--- src/rtl/fc_stream_pkg.sv ---
// Shared constants and types for the fc layer input streaming blocks.
package fc_stream_pkg;
  localparam int FC_N = 10;
  localparam int FC_T = 16;

  typedef enum logic {
    TX_IDLE = 1'b0,
    TX_SEND = 1'b1
  } tx_state_t;

  function automatic int idx_w(input int n);
    return (n > 1) ? $clog2(n) : 1;
  endfunction
endpackage

--- src/rtl/fc_vec_bank.sv ---
// One N x T vector bank: indexed write port, combinational indexed read, full flag.
module fc_vec_bank
  import fc_stream_pkg::*;
#(
  parameter int N = FC_N,
  parameter int T = FC_T,
  localparam int IW = idx_w(N)
) (
  input  logic                clk,
  input  logic                reset,
  input  logic                i_wr_en,
  input  logic [IW-1:0]       i_wr_idx,
  input  logic signed [T-1:0] i_wr_data,
  input  logic                i_set_full,
  input  logic                i_clr_full,
  input  logic [IW-1:0]       i_rd_idx,
  output logic signed [T-1:0] o_rd_data,
  output logic                o_full
);
  logic signed [T-1:0] r_mem [N];
  logic                r_full;

  // Contents are not reset; a full bank is never overwritten.
  always_ff @(posedge clk) begin
    if (i_wr_en && !r_full) r_mem[i_wr_idx] <= i_wr_data;
  end

  always_ff @(posedge clk or negedge reset) begin
    if (!reset)          r_full <= 1'b0;
    else if (i_set_full) r_full <= 1'b1;
    else if (i_clr_full) r_full <= 1'b0;
  end

  assign o_rd_data = r_mem[i_rd_idx];
  assign o_full    = r_full;
endmodule

--- src/rtl/fc_vec_tx.sv ---
// Double-buffered host-to-fc-layer vector streamer: fill one bank while the other transmits.
// state   | meaning
// TX_IDLE | no complete vector presented; waits for full[rd_bank]
// TX_SEND | presenting bank[rd_bank][rd_idx] to the fc layer
module fc_vec_tx
  import fc_stream_pkg::*;
#(
  parameter int N = FC_N,
  parameter int T = FC_T
) (
  input  logic                clk,
  input  logic                reset,
  input  logic                wr_valid,
  output logic                wr_ready,
  input  logic signed [T-1:0] wr_data,
  output logic                output_valid,
  input  logic                output_ready,
  output logic signed [T-1:0] output_data,
  output logic                output_last,
  output logic [7:0]          vec_count
);
  localparam int IW = idx_w(N);

  tx_state_t           r_state;
  logic                r_wr_bank, r_rd_bank;
  logic [IW-1:0]       r_wr_idx, r_rd_idx;
  logic                r_out_valid, r_out_last;
  logic signed [T-1:0] r_out_data;
  logic [7:0]          r_vec_count;

  logic [1:0]          w_full;
  logic signed [T-1:0] w_rd_data [2];
  logic                w_wr_hs, w_wr_last, w_out_done;
  logic [IW-1:0]       w_rd_sel;

  assign wr_ready   = !w_full[r_wr_bank];
  assign w_wr_hs    = wr_valid && wr_ready;
  assign w_wr_last  = w_wr_hs && (r_wr_idx == IW'(N-1));
  assign w_out_done = r_out_valid && output_ready && r_out_last;
  // Look-ahead read index: word 0 on entry to TX_SEND, next word on each handshake.
  assign w_rd_sel   = (r_state == TX_SEND) ? r_rd_idx + IW'(1) : '0;

  for (genvar b = 0; b < 2; b++) begin : g_bank
    fc_vec_bank #(.N(N), .T(T)) u_bank (
      .clk        (clk),
      .reset      (reset),
      .i_wr_en    (w_wr_hs && (r_wr_bank == 1'(b))),
      .i_wr_idx   (r_wr_idx),
      .i_wr_data  (wr_data),
      .i_set_full (w_wr_last && (r_wr_bank == 1'(b))),
      .i_clr_full (w_out_done && (r_rd_bank == 1'(b))),
      .i_rd_idx   (w_rd_sel),
      .o_rd_data  (w_rd_data[b]),
      .o_full     (w_full[b])
    );
  end

  always_ff @(posedge clk or negedge reset) begin
    if (!reset) begin
      r_wr_bank <= 1'b0;
      r_wr_idx  <= '0;
    end else if (w_wr_hs) begin
      if (w_wr_last) begin
        r_wr_idx  <= '0;
        r_wr_bank <= !r_wr_bank;
      end else begin
        r_wr_idx  <= r_wr_idx + IW'(1);
      end
    end
  end

  always_ff @(posedge clk or negedge reset) begin
    if (!reset) begin
      r_state     <= TX_IDLE;
      r_rd_bank   <= 1'b0;
      r_rd_idx    <= '0;
      r_out_valid <= 1'b0;
      r_out_data  <= '0;
      r_out_last  <= 1'b0;
      r_vec_count <= '0;
    end else begin
      case (r_state)
        TX_IDLE: begin
          if (w_full[r_rd_bank]) begin
            r_state     <= TX_SEND;
            r_rd_idx    <= '0;
            r_out_valid <= 1'b1;
            r_out_data  <= w_rd_data[r_rd_bank];
            r_out_last  <= (N == 1);
          end
        end
        TX_SEND: begin
          if (output_ready) begin
            if (r_out_last) begin
              r_state     <= TX_IDLE;
              r_rd_bank   <= !r_rd_bank;
              r_rd_idx    <= '0;
              r_out_valid <= 1'b0;
              r_out_data  <= '0;
              r_out_last  <= 1'b0;
              r_vec_count <= r_vec_count + 8'd1;
            end else begin
              r_rd_idx    <= w_rd_sel;
              r_out_data  <= w_rd_data[r_rd_bank];
              r_out_last  <= (w_rd_sel == IW'(N-1));
            end
          end
        end
        default: r_state <= TX_IDLE;
      endcase
    end
  end

  assign output_valid = r_out_valid;
  assign output_data  = r_out_data;
  assign output_last  = r_out_last;
  assign vec_count    = r_vec_count;
endmodule

--- config.mk ---
export PLATFORM = sky130hd
export DESIGN_NAME = fc_vec_tx
export DESIGN_NICKNAME = d
export VERILOG_FILES = /design/src/rtl/fc_stream_pkg.sv /design/src/rtl/fc_vec_bank.sv /design/src/rtl/fc_vec_tx.sv
export SDC_FILE = /design/constraint.sdc
export NUM_CORES = 1
export LEC_CHECK = 0
export ABC_AREA = 1
export BUFFER_PORTS_ARGS = -buffer_cell sky130_fd_sc_hd__buf_2
export CORE_UTILIZATION = 49
export DETAILED_ROUTE_END_ITERATION = 12
export GPL_TIMING_DRIVEN = 0
export PLACE_DENSITY = 0.65
export SYNTH_ARGS = -nofsm -noshare
export SYNTH_HDL_FRONTEND = slang
export SYNTH_HIERARCHICAL = 1
export SYNTH_SLANG_ARGS = --single-unit
--- constraint.sdc ---
create_clock -name clk -period 3.7 [get_ports clk]
set_clock_uncertainty 0.05 [all_clocks]
set_input_delay 0 -clock clk [delete_from_list [all_inputs] [get_ports clk]]
set_output_delay 0 -clock clk [all_outputs]
set_load 0.01 [all_outputs]
======== Word-level counts from Yosys, hierarchy flattened ========
Memories as Yosys holds them, arrays and structs flattened.
Cells that the tools add are included.
storage, ports and cells
  bits in registers ....................... 39
  RAM bits ................................ 320
  input port bits ......................... 20
  output and inout port bits .............. 27
  logic and storage cells ................. 88
  memories kept ........................... 2
memory list
  name                    depth  width  rd ports  clocked after memory_dff  write ports  RTL line           source
  g_bank[0].u_bank.r_mem  10     16     1         0                         1            fc_vec_bank.sv:20  logic signed [T-1:0] r_mem [N];
  g_bank[1].u_bank.r_mem  10     16     1         0                         1            fc_vec_bank.sv:20
operators by class
  $add $sub $neg .......................... 3
  order comparisons ....................... 3
  equality and inequality tests ........... 5
  muxes and demuxes ....................... 37
  bitwise gates (word level) .............. 4
  reduce and logical (&&, ||, !) cells .... 23
operators with widths
  cell                 count
  $mux 16              6
  $pmux 16 s2          1
  $mux 1               21
  $mux 4               5
  $logic_and 1x1->1    12
  $add 4x1->4 const B  2
  $add 8x1->8 const B  1
  $eq 4x4->1 const B   2
  $pmux 4 s2           1
  $pmux 1 s2           3
  $reduce_and 3->1     2
  $logic_not 1->1      5
  $lt 1x2->1 const B   2
  $ne 2x2->1 const B   2
  $reduce_and 2->1     2
  $reduce_bool 2->1    2
  $not 1->1            3
  $ge 2x2->1 const B   1
  $ne 2x1->1 const B   1
  $not 1->2            1

======== Logic depth before layout (Yosys ltp) ========
Gate-level depths: netlist of run 1.
An unclocked memory read counts as a cell.
  word-level depth ........................ 9
  depth in mapped cells ................... 16
  depth with buffers taken out ............ 14

======== Cells and area by module ========
Netlist of run 1, hierarchy kept.
modules (own cells, without submodules)
  module       times used  cells an instance  area an instance (um^2)  seq. area each (um^2)
  fc_vec_bank  2           634                6,860.3                  4,829.6
  fc_vec_tx    1           247                2,093.3                  925.9

======== Worst setup path after synthesis of run 1 ========
No wires, ideal clock.
  path type ............................... register to register
  from .................................... reg r_wr_bank
  to ...................................... mem g_bank[0].u_bank/r_mem[8][0] (netlist name) (enable)
  setup time .............................. 0.430 ns
  data arrival time ....................... 2.594 ns
  required time ........................... 3.220 ns
  path slack .............................. 0.626 ns
  cell stages (with the launch flop) ...... 8
  buffers on the path ..................... 0
  period minus slack after synthesis ...... 3.074 ns
  cell sequence ........................... dfrtp_1 > inv_2 > nand2_1 > nand2_1 > nand2_1 > nor2_1 > nand2_1 > nor4_1
between the ends
  cells in the longest elaborated chain, start to end .. 8
  elaborated cells between the ends (all ways) .. 9
  classes of those cells .................. 4 x mux; 1 x bitwise; 4 x reduce/logical
ends and longest elaborated chain
  element                                     RTL line           source
  start: declaration                          fc_vec_tx.sv:25    logic r_wr_bank, r_rd_bank;
  start signal: assignment                    fc_vec_tx.sv:65    r_wr_bank <= !r_wr_bank;
  $mux 1 (implied by the code) (2 in series)  fc_vec_tx.sv:36    assign wr_ready = !w_full[r_wr_bank];
  $logic_not 1->1                             fc_vec_tx.sv:36
  via wr_ready                                fc_vec_tx.sv:14    output logic wr_ready,
  $logic_and 1x1->1                           fc_vec_tx.sv:37    assign w_wr_hs = wr_valid && wr_ready;
  $logic_and 1x1->1                           fc_vec_tx.sv:47    .i_wr_en (w_wr_hs && (r_wr_bank == 1'(b))),
  $logic_and 1x1->1                           fc_vec_bank.sv:25  if (i_wr_en && !r_full) r_mem[i_wr_idx] <= i_wr_data;
  $mux 1                                      fc_vec_bank.sv:25
  $mux 1 (implied by the code)                fc_vec_bank.sv:25
  end: declaration                            fc_vec_bank.sv:20
The timed path passes the listed nets, and every way through them passes these cells. The select of a mux whose other input is x is not followed.

==> flow_metrics.tcl, run 1 <==
set metrics [dict create \
    synth_cell_types 36 \
    root_buffer "clkbuf_16" \
    antennaDiodeCount 0 \
    timing.final.crit_share_pct 82.0 \
    dpl.hpwl_um 25800 \
    grt_pass1_wl_um 59400 \
    synth-edff-count 320 \
    drc 0 \
    synth_common_cells "nand2_1 (402), edfxtp_1 (320), inv_1 (224), nand3_1 (203), nor2_1 (129)" \
    path_class "flop to flop" \
    outcome "finished, final reports clean" \
    rsz0062_at_grt "false" \
    initial_utilization_pct 50.0 \
    synth_top_area_share_pct 60.8 \
    clock_latency_ns 0.54 \
    p_seq_share_pct 31.7 \
    ys_ff_latch 359 \
    yosys.area.top_type "edfxtp_1" \
    power-per-cell-area_nw_per_um2 832 \
    ys_seq_area_share_pct 66.9 \
    wl_per_cell_um 19.1 \
    drt_iter0_drc 1022 \
    dp.cells 1976 \
    boundaryPins 47 \
    first_pass_iters 5 \
    die_x_um 182 \
    vias_per_cell 5.31 \
    ant_nets 0 \
    power_frac_comb_pct 44.7 \
    ys_warn_count 6 \
    numPortBuffers 46 \
    drive_gt1_share_pct 13.9 \
    finalSetupViolCount 0 \
    grt_pass1_vias 10252 \
    swShare_pct 41.9 \
    placed_area_um2 16700 \
    synth_most_common_cell "nand2_1" \
    grt-ovfl-total 0 \
    syn-cell-area_um2 15800 \
    slew_headroom_pct 34.8 \
    clkTransAtPathRegs_ns 0.06 \
    final_cells 2061 \
    synth_ff_type "edfxtp_1" \
    cts_buffers 38 \
    p_int_mw 8.75 \
    cts_resized 0 \
    tightest_slew_ns 0.976 \
    maxCapViolCount 0 \
    required_ns 4.05 \
    worstPathArrival_ns 3.38 \
    finish.net_count 1657 \
    via_count 10934 \
    clock_path_buffers 3 \
    htree_levels 2 \
    coreArea_um2 31600 \
    clkPwrFrac_pct 23.6 \
    syn_inst 1515 \
    ir_drop_mv 0.439 \
    cts.sinks 359 \
    slew_viol_final 0 \
    p_switching_mw 6.30 \
    period_needed_ns 3.03 \
    finalWirelength_um 39400 \
    areaGrowthSynthToFinish_pct 14.4 \
    total_power_mw 15.0 \
    fmax_ghz 0.330 \
    r2r_slack_ns 0.67 \
    syn_area_per_cell_um2 10.4 \
    ys_top_cells_by_area "edfxtp_1 (61%), nand2_1 (9.5%), nand3_1 (6.4%)" \
    core.rowCount 65 \
    leakage_nw 7.72 \
    syn-num-nets 1539 \
    hold_viol_final 0 \
    setup_slack_ns 0.666 \
    fin_setup_tns_ns 0 \
    antenna_found_initial 1 \
    gp_congestion 0.897 \
    crit_path_max_fanout 10 \
    min-delay-path-class "input port to async pin" \
    die-area_um2 33000 \
    die_h_um 182 \
    cts_tree "yes" \
    synthArstFlopShare_pct 10.9 \
    grt_max_degree 40 \
    finalInstanceArea_um2 18100 \
    end_kind "flop" \
    grt_usage_pct 24.2 \
    place_ws_ns 0.725 \
    n_fill_cell 2612 \
    critical_path.startpoint_type "flop" \
]
-- area by class of cell --
type	instances	area (µm²)	area share [%]
buffer	68	503	2.78
sequential	359	10600	58.5
clock inverter	16	120	0.664
timing repair buffer	78	556	3.07
multi-input combinational	855	3900	21.6
inverter	233	885	4.89
clock buffer	50	1040	5.73
tap	402	503	2.78
-- placed cells by master (no fill, tap or decap), drive strengths merged --
master / n
nand2: 407
edfxtp: 320
inv: 235
nand3: 204
nor2: 142
buf: 120
clkbuf: 57
o21ai: 54
dfrtp: 39
dlygate4sd3: 19
a21oi: 17
clkinv: 12
nand4: 7
xor2: 5
ha: 4
nor4: 4
xnor2: 3
o21bai: 2
o22ai: 2
nand3b: 1
nor3: 1
and2: 1
mux2i: 1
clkinvlp: 1
bufinv: 1
-- critical path, cell delays in order, from the launching register on --
cell and delay, ns:
dfrtp_1 0.40, ha_1 0.22, nand2_1 0.07, inv_1 0.04, nor2_1 0.12, nand2_1 0.09, inv_1 0.22, buf_2 0.27
clkbuf_1 0.47, nand3_1 0.15, nand3_1 0.20, nand2_1 0.08, o21ai_0 0.40, a21oi_2 0.10
-- path summary, 6_finish.rpt --
check	startpoint	to	cells after the start
hold / removal	reset	r_state	2
min in group clk	output_ready	r_state	5
hold reg to reg	output_valid	output_valid	2
setup reg to reg	r_rd_idx[0]	output_data[3]	13
setup / recovery	r_rd_idx[0]	output_data[3]	13
max in group asynchronous	reset	r_wr_idx[0]	2
-- through the flow --
step           utilization (%)  hold slack (ns)
2_1_floorplan                -           -0.346
3_3_place_gp              52.3            0.133
3_5_place_dp              52.9            0.134
4_1_cts                   57.1            0.113
5_1_grt                   57.2            0.171
6_report                  57.2           0.0965
-- registers in the layout (all words and copies together) (netlist names) --
| signal | count |
|---|---|
| output_data | 16 |
| g_bank.u_bank/o_full | 2 |
| g_bank.u_bank/r_mem | 320 |
| r_wr_idx | 4 |
| r_wr_bank | 1 |
| output_last | 1 |
| output_valid | 1 |
| vec_count | 8 |
| r_rd_idx | 4 |
| r_state | 1 |
| r_rd_bank | 1 |
-- power groups by stage --
stage	clock [mW]	combinational [mW]	sequential [mW]
after global routing	3.77	7.29	4.79
after CTS	3.61	6.63	4.77
after global placement	0	6.46	4.84
after detailed placement	0	6.58	4.85
final	3.56	6.72	4.77
after floorplan	0	4.25	4.86
-- logic make-up (layout without fill, tap and decap cells) --
kind of cell             count (synthesis)  in the layout  share of synthesized area [%]
AND/OR/NAND/NOR                        767            767                           20.6
flip-flops                             359            359                           66.9
buffers and inverters                  301            445                           8.77
AO/OA/AOI/OAI                           75             75                           2.86
XOR/XNOR                                 8              8                          0.443
adder cells (fa/ha/maj)                  4              4                          0.316
multiplexers                             1              1                         0.0633
-- per-layer routing --
layer	vias up	track usage, %	wire [µm]
li1	5178	-	-
met1	5272	32.6	16400
met2	399	40.6	18900
met3	85	2.85	2690
met4	0	8.98	1370
met5	-	0	0
-- what timing repair did --
action / 4_1_cts / 5_1_grt
hold endpoints to repair: 380 / 0
hold buffers: 19 / 0
setup buffers: 0 / 0
Power figures use the tool's default switching activity.
==> inputs of run 2 (changes only) <==
==> constraint.sdc (replaced) <==
create_clock -name clk -period 2.9 [get_ports clk]
set_clock_uncertainty 0.05 [all_clocks]
set_input_delay 0 -clock clk [delete_from_list [all_inputs] [get_ports clk]]
set_output_delay 0 -clock clk [all_outputs]
set_load 0.01 [all_outputs]
==> run 2 against run 1 <==
Critical path depth up 3. Clock-buffer cell count did not move. Sequential power rose by 27%. Design area barely moved. Hold slack better by 0.0029 ns. Total power grew 28%. Critical path type unchanged. Largest cell class unchanged. Largest power group unchanged.
==> flow_metrics.tcl, run 2 (same netlist as run 1, synthesis figures left out) <==
set metrics [dict create \
    wl_per_cell_um 19.1 \
    regMostFlops "g_bank.u_bank/r_mem" \
    p_switching_mw 8.05 \
    total_power_mw 19.2 \
    clkTransAtPathRegs_ns 0.06 \
    layout_common_cells "nand2_1 (402), edfxtp_1 (320), inv_1 (223)" \
    core.rowCount 65 \
    via_count 10934 \
    leakage_nw 7.72 \
    min-delay-path-class "input port to async pin" \
    grt-ovfl-total 0 \
    die-area_um2 33000 \
    htree_levels 2 \
    period_needed_ns 2.76 \
    ir_drop_mv 0.559 \
    numPortBuffers 46 \
    vias_per_cell 5.31 \
    worstPathArrival_ns 3.16 \
    p_seq_share_pct 31.6 \
    tightest_slew_ns 0.990 \
    grt_usage_pct 24.3 \
    fmax_ghz 0.363 \
    setup_slack_ns 0.144 \
    final_cells 2061 \
    gp_congestion 0.897 \
    initial_utilization_pct 50.0 \
    grt_max_degree 40 \
    cts_tree "yes" \
    coreArea_um2 31600 \
    critical_path.startpoint_type "flop" \
    areaGrowthSynthToFinish_pct 14.5 \
    worstReg2RegStart "r_rd_idx[0]" \
    clock_path_buffers 3 \
    power-per-cell-area_nw_per_um2 1060 \
    cp_top_family "simple AND/OR/NAND/NOR gates" \
    finalSetupViolCount 0 \
    timing.final.crit_share_pct 95.0 \
    power_frac_comb_pct 44.7 \
    finalInstanceArea_um2 18100 \
    maxCapViolCount 0 \
    clock_latency_ns 0.54 \
    die_h_um 182 \
    r2r_slack_ns 0.14 \
    layout_commonest_cell "nand2_1" \
    swShare_pct 41.9 \
    end_kind "flop" \
    hold_ws_ns 0.0994 \
    die_x_um 182 \
    slew_viol_final 0 \
    cts.sinks 359 \
    drive_gt1_share_pct 14.2 \
    cts_buffers 38 \
    drt_iter0_drc 996 \
    grt_pass1_vias 10265 \
    placed_area_um2 16700 \
    antenna_found_initial 1 \
    p_int_mw 11.2 \
    path_class "flop to flop" \
    outcome "finished, final reports clean" \
    critPathSlowestCell "dfrtp_1" \
    antennaDiodeCount 0 \
    hold_viol_final 0 \
    clkPwrFrac_pct 23.6 \
    boundaryPins 47 \
    regArea_um2 10600 \
    required_ns 3.31 \
    slew_headroom_pct 34.0 \
    dpl.hpwl_um 25800 \
    n_fill_cell 2613 \
    max_stage_delay_ns 0.40 \
    multi_input_area_um2 3910 \
    cts_setup_buffers 0 \
    drc 0 \
    crit_path_max_fanout 10 \
    place_ws_ns -0.0747 \
    rsz0062_at_grt "false" \
    finish.net_count 1657 \
    grt_pass1_wl_um 59500 \
    ant_nets 0 \
    first_pass_iters 5 \
    r2r-end "output_data[5]" \
    cp_num_buf_inv 5 \
    rr_worst_depth 16 \
    largest_reg_flops 320 \
    dp.cells 1976 \
    cp_cell_sequence "ha_1 > nand2_1 > inv_1 > nor2_1 > nand2_1 > inv_2 > buf_2 > inv_1 > buf_2 > nand3_1 > nand3_1 > nand2_1 > nor2_1 > nor2_1 > o21ai_0 > a21oi_2" \
    finalWirelength_um 39300 \
    root_buffer "clkbuf_16" \
]
[run 2: final cells by class]
type,count,area share [%]
inverters,233,4.89
multi-input cells,855,21.6
well taps,402,2.78
clock inverters,16,0.664
repair buffers,78,3.07
plain buffers,68,2.79
flip-flops and latches,359,58.5
clock buffers,50,5.73
[run 2: power groups by stage]
stage | registers [mW] | clock network, mW | logic, mW
2_1_floorplan | 6.21 | 0 | 5.42
3_3_place_gp | 6.17 | 0 | 8.24
3_5_place_dp | 6.19 | 0 | 8.40
4_1_cts | 6.08 | 4.61 | 8.46
5_1_grt | 6.12 | 4.81 | 9.32
6_report | 6.08 | 4.55 | 8.59
[run 2: worst max-delay path by stage]
stage                                  startpoint                            end  slack [ns]  depth (start not counted)
after floorplan                         r_wr_bank   g_bank[0].u_bank/r_mem[8][0]       -0.17                          7
final                                 r_rd_idx[0]                 output_data[5]        0.14                         16
after CTS                             r_rd_idx[0]                 output_data[3]        0.01                         13
after global placement    g_bank[1].u_bank/o_full   g_bank[0].u_bank/r_mem[9][9]       -1.08                          7
after global routing                  r_rd_idx[0]                output_data[10]        0.01                         16
after detailed placement                r_wr_bank  g_bank[0].u_bank/r_mem[2][10]       -0.07                          9
[run 2: metrics by stage]
| stage | setup TNS (ns) | utilization (%) |
|---|---|---|
| after floorplan | -11.15 | - |
| after detailed placement | -1.17 | 52.9 |
| final | 0 | 57.2 |
| after CTS | 0 | 57.2 |
| after global placement | -72.99 | 52.3 |
| after global routing | 0 | 57.2 |
[run 2: what timing repair did]
item                                    4_1_cts  5_1_grt
endpoints found under the setup margin       40       19
endpoints found under the hold margin       380        0
resized for setup                             3        7
hold buffers                                 19        0
[run 2: layer usage]
layer / track usage, % / vias to the layer above / wire length, µm
met5: 0 / - / 0
met3: 2.97 / 79 / 2780
met2: 40.6 / 409 / 19000
met4: 9.02 / 0 / 1310
li1: - / 5175 / -
met1: 32.5 / 5271 / 16300
==> inputs of run 3 (changes only) <==
--- a/config.mk
+++ b/config.mk
@@ -10,7 +10,7 @@
 export CORE_UTILIZATION = 49
 export DETAILED_ROUTE_END_ITERATION = 12
 export GPL_TIMING_DRIVEN = 0
-export PLACE_DENSITY = 0.65
+export PLACE_DENSITY = 0.68
 export SYNTH_ARGS = -nofsm -noshare
 export SYNTH_HDL_FRONTEND = slang
 export SYNTH_HIERARCHICAL = 1
==> run 3 against run 2 <==
Wire length fell by 1.9%. Critical path depth did not move. Sequential cell count did not move. Register-to-register slack improved by 0.02 ns. Worst setup slack improved by 0.016 ns. Final cell count barely moved. Total power rose by 1.2%. Via count fell by 0.56%.
==> flow_metrics.tcl, run 3 (same netlist as run 1, synthesis figures left out) <==
set metrics [dict create \
    end_kind "flop" \
    clock_path_buffers 3 \
    drt_iter0_drc 973 \
    path_class "flop to flop" \
    cp_num_buf_inv 5 \
    fin_setup_tns_ns 0 \
    die_h_um 182 \
    rsz0062_at_grt "true" \
    regMostFlops "g_bank.u_bank/r_mem" \
    leakage_nw 7.74 \
    layout_commonest_cell "nand2_1" \
    die_x_um 182 \
    coreArea_um2 31600 \
    wl_per_cell_um 18.7 \
    period_needed_ns 2.74 \
    required_ns 3.30 \
    ant_nets 0 \
    largest_reg_flops 320 \
    cts.sinks 359 \
    first_pass_iters 5 \
    r2r_slack_ns 0.16 \
    gp_congestion 0.880 \
    worstPathArrival_ns 3.14 \
    drc 0 \
    cp_cell_sequence "ha_1 > nand2_1 > inv_1 > nor2_1 > nand2_1 > inv_2 > clkbuf_4 > inv_1 > buf_2 > nand3_1 > nand3_1 > nand2_1 > nor2_1 > nor2_1 > o21ai_0 > a21oi_2" \
    p_seq_share_pct 31.2 \
    finalInstanceArea_um2 18100 \
    areaGrowthSynthToFinish_pct 14.7 \
    cp_top_family "simple AND/OR/NAND/NOR gates" \
    worstReg2RegStart "r_rd_idx[0]" \
    antenna_found_initial 0 \
    slew_headroom_pct 31.5 \
    power-per-cell-area_nw_per_um2 1070 \
    power_frac_comb_pct 44.0 \
    antennaDiodeCount 0 \
    fmax_ghz 0.365 \
    boundaryPins 47 \
    die-area_um2 33000 \
    layout_common_cells "nand2_1 (402), edfxtp_1 (320), inv_1 (223)" \
    grt_usage_pct 23.8 \
    cts_tree "yes" \
    final_cells 2060 \
    finalWirelength_um 38600 \
    grt-ovfl-total 0 \
    outcome "finished, final reports clean" \
    top_usage_layer "met2" \
    hold_viol_final 0 \
    r2r-end "output_data[5]" \
    grt_pass1_vias 10354 \
    grt_pass1_wl_um 58800 \
    htree_levels 2 \
    initial_utilization_pct 50.0 \
    maxCapViolCount 0 \
    finish.net_count 1653 \
    slew_viol_final 0 \
    crit_path_max_fanout 10 \
    p_switching_mw 7.98 \
    core.rowCount 65 \
    clock_latency_ns 0.52 \
    drive_gt1_share_pct 14.1 \
    finalSetupViolCount 0 \
    vias_per_cell 5.28 \
    cts_buffers 39 \
    root_buffer "clkbuf_16" \
    total_power_mw 19.4 \
    via_count 10873 \
    numPortBuffers 46 \
    critPathSlowestCell "dfrtp_1" \
    clkPwrFrac_pct 24.7 \
    dp.cells 1971 \
    setup_slack_ns 0.160 \
    max_stage_delay_ns 0.40 \
    ir_drop_mv 0.603 \
    tightest_slew_ns 1.03 \
    min-delay-path-class "input port to async pin" \
    rr_worst_depth 16 \
    grtUsageMet2_pct 38.6 \
    met3_usage_pct 3.07 \
    timing.final.crit_share_pct 94.5 \
    critical_path.startpoint_type "flop" \
    p_int_mw 11.5 \
    place_ws_ns -0.0624 \
    placed_area_um2 16700 \
    swShare_pct 41.0 \
    dpl.hpwl_um 25200 \
    clkTransAtPathRegs_ns 0.06 \
    cts_setup_buffers 0 \
    met1_usage_pct 32.7 \
    grt_max_degree 40 \
]
## run 3: layout make-up
type	instances	area, µm²
Clock buffer	55	1100
Clock inverter	15	150
Inverter	233	885
Multi-Input combinational cell	855	3910
Tap cell	402	503
Buffer	68	508
Sequential cell	359	10600
Timing Repair Buffer	73	495
Fill cell	2602	13500
## run 3: worst max-delay path by stage
stage | slack, ns | to | cells past startpoint | start
after floorplan | -0.17 | g_bank[0].u_bank/r_mem[8][0] | 7 | r_wr_bank
after global placement | -1.04 | g_bank[0].u_bank/r_mem[8][10] | 7 | g_bank[1].u_bank/o_full
after detailed placement | -0.06 | g_bank[0].u_bank/r_mem[3][6] | 9 | g_bank[1].u_bank/o_full
after CTS | 0.02 | g_bank[1].u_bank/r_mem[4][10] | 7 | g_bank[1].u_bank/o_full
after global routing | -0.06 | output_data[6] | 16 | r_rd_idx[0]
final | 0.16 | output_data[5] | 16 | r_rd_idx[0]
## run 3: through the flow
| stage | utilization (%) | hold slack [ns] |
|---|---|---|
| finish | 57.3 | 0.117 |
| global route | 57.3 | 0.196 |
| CTS | 57.3 | 0.128 |
| detailed placement | 52.7 | 0.137 |
| global placement | 52.3 | 0.131 |
| floorplan | - | -0.346 |
## run 3: power by group through the flow
stage	clock network (mW)	logic [mW]	registers, mW
global route	5.05	9.31	6.10
finish	4.81	8.56	6.08
detailed placement	0	8.33	6.18
global placement	0	8.17	6.17
CTS	4.87	8.42	6.07
floorplan	0	5.42	6.21
## run 3: metal layers
layer / part of all wire, % / vias to the layer above
met5: 0 / -
li1: - / 5155
met3: 8.1 / 93
met2: 47 / 451
met4: 3.8 / 0
met1: 41 / 5174
## run 3: repair_timing
action	in CTS	in global routing
hold buffers	19	0
hold endpoints to repair	378	0
gates resized for setup	2	7
endpoints found under the setup margin	32	24
pin swaps	0	0
